===== src/rtl/align_pkg.sv =====
// Shared types and helpers for the fetch-side instruction realigner.
// Parcels are 16-bit halves of fetch words; length is decided from the head parcel.
package align_pkg;

    localparam int PARCEL_W = 16;
    localparam int NPARCELS = 4;

    typedef logic [PARCEL_W-1:0] parcel_t;

    // Anything with low bits 2'b11 is taken as 32-bit; longer forms fault in decode.
    function automatic logic is_32bit(input parcel_t parcel);
        return parcel[1:0] == 2'b11;
    endfunction

endpackage


===== src/rtl/parcel_queue.sv =====
// Four-entry shift queue of 16-bit parcels with 0/1/2 pop and push per cycle.
// Pop is applied first; pushed parcels land at the post-pop tail.
module parcel_queue
    import align_pkg::*;
(
    input  logic          i_clk,
    input  logic          i_rst,
    input  logic          i_clear,
    input  logic [1:0]    i_pop_n,
    input  logic [1:0]    i_push_n,
    input  parcel_t       i_push0,
    input  parcel_t       i_push1,
    output logic [2:0]    o_count,
    output parcel_t       o_head0,
    output parcel_t       o_head1
);

    parcel_t    q_q [NPARCELS];
    parcel_t    q_d [NPARCELS];
    logic [2:0] count_q;
    logic [2:0] count_d;
    logic [2:0] mid;
    logic [1:0] tail0;
    logic [1:0] tail1;

    assign mid   = count_q - {1'b0, i_pop_n};
    assign tail0 = mid[1:0];
    assign tail1 = mid[1:0] + 2'd1;

    always_comb begin
        q_d     = q_q;
        count_d = count_q;
        if (i_clear) begin
            count_d = '0;
        end else begin
            unique case (i_pop_n)
                2'd1:    q_d = '{q_q[1], q_q[2], q_q[3], '0};
                2'd2:    q_d = '{q_q[2], q_q[3], '0, '0};
                default: q_d = q_q;
            endcase
            if (i_push_n != 2'd0) begin
                q_d[tail0] = i_push0;
            end
            if (i_push_n == 2'd2) begin
                q_d[tail1] = i_push1;
            end
            count_d = mid + {1'b0, i_push_n};
        end
    end

    always_ff @(posedge i_clk) begin
        if (i_rst) begin
            count_q <= '0;
            for (int i = 0; i < NPARCELS; i++) begin
                q_q[i] <= '0;
            end
        end else begin
            count_q <= count_d;
            q_q     <= q_d;
        end
    end

    assign o_count = count_q;
    assign o_head0 = q_q[0];
    assign o_head1 = q_q[1];

endmodule


===== src/rtl/instr_aligner.sv =====
// Splits word-aligned fetch data into parcels and emits one whole,
// left-justified instruction per cycle with its PC.
module instr_aligner
    import align_pkg::*;
#(
    parameter logic [31:0] RESET_PC = 32'h8000_0000
) (
    input  logic        i_clk,
    input  logic        i_rst,
    input  logic        i_redirect,
    input  logic [31:0] i_redirect_pc,
    input  logic        i_fetch_valid,
    input  logic [31:0] i_fetch_data,
    output logic        o_fetch_ready,
    output logic        o_instr_valid,
    output logic [31:0] o_instr,
    output logic [31:0] o_pc,
    input  logic        i_instr_ready
);

    logic [2:0]  count;
    parcel_t     head0;
    parcel_t     head1;
    logic        head_is32;
    logic        fetch_fire;
    logic        out_fire;
    logic [1:0]  pop_n;
    logic [1:0]  push_n;
    parcel_t     push0;
    parcel_t     push1;
    logic [30:0] head_pc_q;
    logic [30:0] head_pc_d;
    logic        drop_lo_q;
    logic        drop_lo_d;

    assign head_is32     = is_32bit(head0);
    assign o_fetch_ready = (count <= 3'd2);
    assign o_instr_valid = (count != 3'd0) &&
                           (!head_is32 || count >= 3'd2);
    assign o_pc          = {head_pc_q, 1'b0};

    assign fetch_fire = i_fetch_valid & o_fetch_ready & ~i_redirect;
    assign out_fire   = o_instr_valid & i_instr_ready & ~i_redirect;

    always_comb begin
        o_instr = {16'h0, head0};
        if (head_is32 || count >= 3'd2) begin
            o_instr = {head1, head0};
        end
    end

    always_comb begin
        pop_n  = 2'd0;
        push_n = 2'd0;
        push0  = i_fetch_data[15:0];
        push1  = i_fetch_data[31:16];
        if (out_fire) begin
            pop_n = head_is32 ? 2'd2 : 2'd1;
        end
        if (fetch_fire) begin
            push_n = drop_lo_q ? 2'd1 : 2'd2;
        end
        // A half-word redirect target skips the low parcel of its first word.
        if (drop_lo_q) begin
            push0 = i_fetch_data[31:16];
        end
    end

    always_comb begin
        head_pc_d = head_pc_q;
        drop_lo_d = drop_lo_q;
        if (i_redirect) begin
            head_pc_d = i_redirect_pc[31:1];
            drop_lo_d = i_redirect_pc[1];
        end else begin
            if (out_fire) begin
                head_pc_d = head_pc_q + (head_is32 ? 31'd2 : 31'd1);
            end
            if (fetch_fire) begin
                drop_lo_d = 1'b0;
            end
        end
    end

    always_ff @(posedge i_clk) begin
        if (i_rst) begin
            head_pc_q <= RESET_PC[31:1];
            drop_lo_q <= RESET_PC[1];
        end else begin
            head_pc_q <= head_pc_d;
            drop_lo_q <= drop_lo_d;
        end
    end

    parcel_queue u_queue (
        .i_clk    (i_clk),
        .i_rst    (i_rst),
        .i_clear  (i_redirect),
        .i_pop_n  (pop_n),
        .i_push_n (push_n),
        .i_push0  (push0),
        .i_push1  (push1),
        .o_count  (count),
        .o_head0  (head0),
        .o_head1  (head1)
    );

endmodule


===== config.mk =====
export PLATFORM = sky130hd
export DESIGN_NAME = instr_aligner
export DESIGN_NICKNAME = d
export VERILOG_FILES = /design/src/rtl/align_pkg.sv /design/src/rtl/parcel_queue.sv /design/src/rtl/instr_aligner.sv
export SDC_FILE = /design/constraint.sdc
export NUM_CORES = 1
export LEC_CHECK = 0
export CAP_MARGIN = 10
export CELL_PAD_IN_SITES_DETAIL_PLACEMENT = 1
export CELL_PAD_IN_SITES_GLOBAL_PLACEMENT = 1
export CORE_MARGIN = 1.5
export CORE_UTILIZATION = 39
export CTS_CLUSTER_SIZE = 16
export DETAILED_ROUTE_END_ITERATION = 6
export GPL_ROUTABILITY_DRIVEN = 0
export PLACE_DENSITY_LB_ADDON = 0.1
export SLEW_MARGIN = 20
export SYNTH_ARGS = -nofsm -noshare
export SYNTH_HDL_FRONTEND = slang
export SYNTH_HIERARCHICAL = 1
export SYNTH_SLANG_ARGS = --single-unit

===== constraint.sdc =====
create_clock -name i_clk -period 3.4 [get_ports i_clk]
set_input_delay 0.51 -clock i_clk [delete_from_list [all_inputs] [get_ports i_clk]]
set_output_delay 0.51 -clock i_clk [all_outputs]
set_load 0.05 [all_outputs]

==> metrics.yaml, run 1 <==
rows: 49
finalSetupViolCount: 0
syn2layout_area_growth_pct: 21.7
pre_cts_ws_ns: -0.0604
p_seq_share_pct: 40.1
ir_drop_mv: 0.236
cts_resized: 0
wl_per_cell_um: 20.8
hp-class: "primary input to register"
final_layout_size_suffix_gt1_share_pct: 12.4
stdcell_count: 1235
power_leakage_uw: 0.00297
fmax_mhz: 316
netSwitchingFraction_pct: 33.6
clockBufferDepth: 2
drc: 13
cts-hold-fix-buffers: 0
yosysUniqueCellTypes: 65
end_kind: "register"
antenna_found_initial: 0
crit_path_cell_trace: "a21boi_2 -> o21ai_2 -> nor3_1 -> ha_1 -> inv_1 -> fa_1 -> and2b_2 -> and3_1 -> o21ai_1 -> a221oi_1"
die_area_sq_um: 19500
grt_pass1_wl_mm: 41.0
pin_count: 135
avgSynthCellArea_sq_um: 7.78
syn_inst: 937
violations: "DRC"
drtPass1Iterations: 7
grt_usage_pct: 26.3
p_per_area_nw_per_um2: 368
syn-num-nets: 1015
clockPowerShare_pct: 32.6
grt_max_degree: 72
cts_made_buffers: 9
ys_seq_area_share_pct: 27.2
finalCritPeriodShare_pct: 93.1
drtIter0Drc: 575
synth-async-reset-ratio_pct: 0
path_class: "register to register"
yosys_warnings: 6
hpwl_mm: 17.7
crit_path_max_incr_delay_ns: 0.70
clock_latency_ns: 0.36
die_h_um: 140
hold_violations: 0
status: "complete, but fails checks"
cts_root_buffer: "clkbuf_16"
routed_via_density: 6.06
worst_slew_pin_slew_ns: 0.783
core_area_sq_um: 18100
clkTransAtPathRegs_ns: 0.07
cts_tree: "built"
drt-total-wl_mm: 25.7
ant_nets: 0
rsz0062_at_grt: "false"
maxCapViolations: 0
postLayoutCoreUtil_pct: 48.9
skew_ns: 0.00925
internal_power_uw: 2170
fillers: 2210
crit_fanout: 32
h-tree-depth: 3
fin_nets: 1080
synth-seq-cells: 99
critPathLaunchType: "register"
worst_slack_ns: 0.236
synth_edf_count: 0
die_w_um: 140
critPathRequiredTime_ns: 3.65
dpl-instance-area_sq_um: 8580
initial_core_util_pct: 40.2
antennaDiodeCount: 0
worst_path_max_delay_cell: "and2b_2"
final_max_slew_viol_count: 0
clock_sinks: 99
synth_ff_type: "dfxtp_1"
design_area_sq_um: 8870
io_buffers: 132
relSlewSlack_pct: 47.8
grt.overflow.total: 0
vias: 7479
critPathArrivalTime_ns: 3.42
grt_pass1_vias: 7053
fin_hold_ws_ns: 0.485
min_period_ns: 3.16
power.switching_uw: 1100
synthesis.area_sq_um: 7290
postCtsSetupRepairBufs: 0
place_inst: 1220
pwr-share-comb_pct: 27.3
cells in the final DEF (no fill, tap or decap), types with 21 or more instances in the layout:
cell,n
dfxtp_1,99
o21ai_0,51
o211ai_1,22
and3_1,21
nor2b_1,32
inv_1,77
nor2_1,26
o22ai_1,35
a221oi_2,28
a21oi_1,106
a221oi_1,52
xnor2_1,24
nand2_1,72
clkdlybuf4s50_1,130
buf_4,40
final timing paths:
path         depth (start not counted)            endpoint                from  slack, ns
max                                 10  u_queue/o_head0[8]  u_queue/o_head0[0]       0.24
min                                  3        head_pc_q[1]          i_redirect       0.49
max reg2reg                         10  u_queue/o_head0[8]  u_queue/o_head0[0]       0.24
min reg2reg                          2      u_queue/q_q[2]      u_queue/q_q[2]       0.49
registers in the layout, summed over array words and instances (netlist names):
name             flops
u_queue/o_head0     16
u_queue/o_count      3
u_queue/q_q         32
head_pc_q           31
drop_lo_q            1
u_queue/o_head1     16
worst max-delay path, delay by kind of cell (launching register included):
kind	cells	cell delay, ns
simple gates	3	1.20
flops	1	0.36
compound gates	4	0.78
fa+ha+maj	2	0.67
buf+inv	1	0.05
cell usage after synthesis, drive strengths merged (15+ instances only):
| library cell | count | area, sq um |
|---|---|---|
| xnor2 | 24 | 210 |
| nor3 | 17 | 108 |
| dfxtp | 99 | 1980 |
| clkbuf | 51 | 235 |
| o22ai | 35 | 219 |
| nand2 | 72 | 270 |
| and3 | 21 | 131 |
| a21oi | 106 | 531 |
| o32ai | 15 | 131 |
| o21ai | 69 | 349 |
| buf | 70 | 479 |
| nor2 | 26 | 97.6 |
| a221oi | 80 | 876 |
| nor2b | 32 | 200 |
| mux2 | 17 | 191 |
| inv | 79 | 297 |
| o211ai | 22 | 165 |
metrics by stage:
step | total power, uW | TNS (ns)
floorplan | 1940 | 0
global placement | 2210 | -0.00587
detailed placement | 2220 | -0.659
CTS | 3280 | 0
global route | 3420 | 0
finish | 3270 | 0
kinds of logic after synthesis:
family          synth area share (%)
xor+xnor                        3.00
mux                             2.90
compound gates                  34.7
simple gates                    16.4
other cells                   0.0514
buf+inv                         13.9
flops                           27.2
fa+ha+maj                       1.85
cell type report:
type | count | area (sq um) | area share (%)
multi-input combinational | 638 | 4310 | 48.6
sequential | 99 | 1980 | 22.3
timing repair buffer | 175 | 1700 | 19.2
inverter | 79 | 297 | 3.34
tap | 229 | 287 | 3.23
clock buffer | 10 | 239 | 2.69
clock inverter | 5 | 53.8 | 0.606
power groups by stage:
| stage | registers (uW) | logic (uW) | clock network, uW |
|---|---|---|---|
| floorplan | 1400 | 549 | 0 |
| global route | 1320 | 961 | 1130 |
| global placement | 1330 | 872 | 0 |
| CTS | 1310 | 887 | 1090 |
| detailed placement | 1340 | 882 | 0 |
| finish | 1310 | 891 | 1060 |
layer usage:
| layer | part of all wire [%] | GRT usage (%) | up-vias |
|---|---|---|---|
| met1 | 48 | 38.5 | 3659 |
| met4 | 1.3 | 7.15 | 0 |
| li1 | - | - | 3544 |
| met2 | 45 | 40.5 | 248 |
| met5 | 0 | 0 | - |
| met3 | 6.0 | 3.48 | 28 |
Note: power is estimated with default switching activity, not from simulation.
==> run 2: changes to the inputs <==
- CORE_UTILIZATION: 39 -> 23
- GPL_TIMING_DRIVEN: unset -> 0
==> run 2 against run 1 <==
Effect of this change:
- the run now ends clean
- via count is 5.0% higher
- first-iteration DRC count fell by 12%
- critical path depth grew 4
- sequential power hardly changed
- maximum frequency shrank 3.2%
- worst hold slack got worse by 0.011 ns
- design area increased by 7.7%
- wire length rose by 34%
- highest routed layer unchanged
==> metrics.yaml, run 2 (synthesis gave the netlist of run 1 again) <==
end_kind: "register"
antenna_found_initial: 0
cts_root_buffer: "clkbuf_16"
clock_latency_ns: 0.38
ir_drop_mv: 0.249
clkTransAtPathRegs_ns: 0.08
critPathLaunchType: "register"
clock_sinks: 99
hp-class: "primary input to register"
routed_via_density: 5.27
clockBufferDepth: 2
final_common_cell: "clkdlybuf4s50_1"
finalCritPeriodShare_pct: 96.2
final_layout_size_suffix_gt1_share_pct: 15.3
min_period_ns: 3.27
cts_tree: "built"
final_max_slew_viol_count: 0
io_buffers: 131
wl_per_cell_um: 23.1
pin_count: 135
critPathArrivalTime_ns: 3.53
drtPass1Iterations: 7
regMostFlops: "u_queue/q_q"
rsz0062_at_grt: "false"
grt_pass1_vias: 8066
cts_made_buffers: 9
top_regs: "u_queue/q_q (32), head_pc_q (31)"
skew_ns: 0.0125
drtIter0Drc: 505
grt_max_degree: 20
largest_register_ff_count: 32
drt-total-wl_mm: 34.5
fin_nets: 1160
p_per_area_nw_per_um2: 377
drc: 0
status: "finished, final reports clean"
grt_usage_pct: 20.9
worst_slew_pin_slew_ns: 1.04
vias: 7851
syn2layout_area_growth_pct: 31.1
antennaDiodeCount: 0
relSlewSlack_pct: 30.2
maxCapViolations: 0
h-tree-depth: 3
critPathRequiredTime_ns: 3.66
die_h_um: 181
power_leakage_uw: 0.00322
die_area_sq_um: 32800
die_w_um: 181
cts-hold-fix-buffers: 0
grt.overflow.total: 0
rows: 65
crit_fanout: 10
path_class: "register to register"
hpwl_mm: 26.5
fillers: 3770
finalSetupViolCount: 0
hold_violations: 0
fmax_mhz: 306
fin_hold_ws_ns: 0.474
ant_nets: 0
final_cell_mix: "129 x clkdlybuf4s50_1, 106 x a21oi_1, 98 x dfxtp_1"
initial_core_util_pct: 23.2
setup_tns_ns: 0
grt_pass1_wl_mm: 51.9
core_area_sq_um: 31400
## run 2: changes by cell type in the layout (fill, tap and decap cells not counted), sizes merged
| cell | before | now |
|---|---|---|
| clkbuf | 10 | 61 |
| buf | 45 | 74 |
| bufinv | 1 | 3 |
| clkinv | 4 | 2 |
| dlygate4sd2 | 0 | 2 |
| clkdlybuf4s50 | 130 | 129 |
## run 2: critical path, stage by stage (launching register included)
cell and delay [ns]:
dfxtp_1 0.33, or2_2 0.30, clkbuf_4 0.19, o21ai_4 0.18, buf_8 0.15, nor3_4 0.05, ha_1 0.20, inv_1 0.06
fa_1 0.42, buf_6 0.17, or4_1 0.53, buf_4 0.20, buf_6 0.15, o21ai_0 0.16, a21oi_1 0.06
## run 2: repair_timing
action                                  CTS  global route
pin swaps                                 2             1
gates resized for setup                  12            17
endpoints found under the setup margin   76            60
buffers inserted                          3             3
## run 2: cell type report
cell class	count	area, sq um	area share, %
multi-input combinational	638	4350	45.5
buffer	118	726	7.60
inverter	79	297	3.10
clock inverter	5	100	1.05
sequential	99	1980	20.8
clock buffer	11	243	2.54
timing repair buffer	137	1350	14.2
tap	402	503	5.27
## run 2: metal layers
layer / share of wire [%] / GRT usage, % / routed length (um)
met1: 47 / 28.6 / 16300
met2: 47 / 34.8 / 16100
met3: 4.0 / 2.66 / 1390
met4: 1.8 / 4.87 / 607
met5: 0 / 0 / 0
## run 2: worst paths after layout
check                                   startpoint  depth (start not counted)               to  slack (ns)
worst min-delay path                         i_rst                          3    head_pc_q[23]        0.47
worst min register to register      u_queue/q_q[5]                          2   u_queue/q_q[5]        0.52
worst max register to register  u_queue/o_count[2]                         14  u_queue/q_q[22]        0.13
worst max-delay path            u_queue/o_count[2]                         14  u_queue/q_q[22]        0.13
## run 2: power by group
| part | internal [uW] | switching, uW |
|---|---|---|
| logic | 397 | 603 |
| clock network | 740 | 534 |
| registers | 1230 | 90.2 |
## run 2: metrics by stage
| stage | instance area, sq um | cells | worst slack, ns | total power, uW | util (%) |
|---|---|---|---|---|---|
| floorplan | 7290 | 937 | 0.264 | 1940 | - |
| global placement | 9100 | 1470 | -1.07 | 2330 | 29.0 |
| detailed placement | 9100 | 1470 | -1.09 | 2340 | 29.0 |
| CTS | 9490 | 1487 | 0.0417 | 3620 | 30.2 |
| global route | 9550 | 1489 | 0.000800 | 3750 | 30.4 |
| finish | 9550 | 1489 | 0.131 | 3600 | 30.4 |
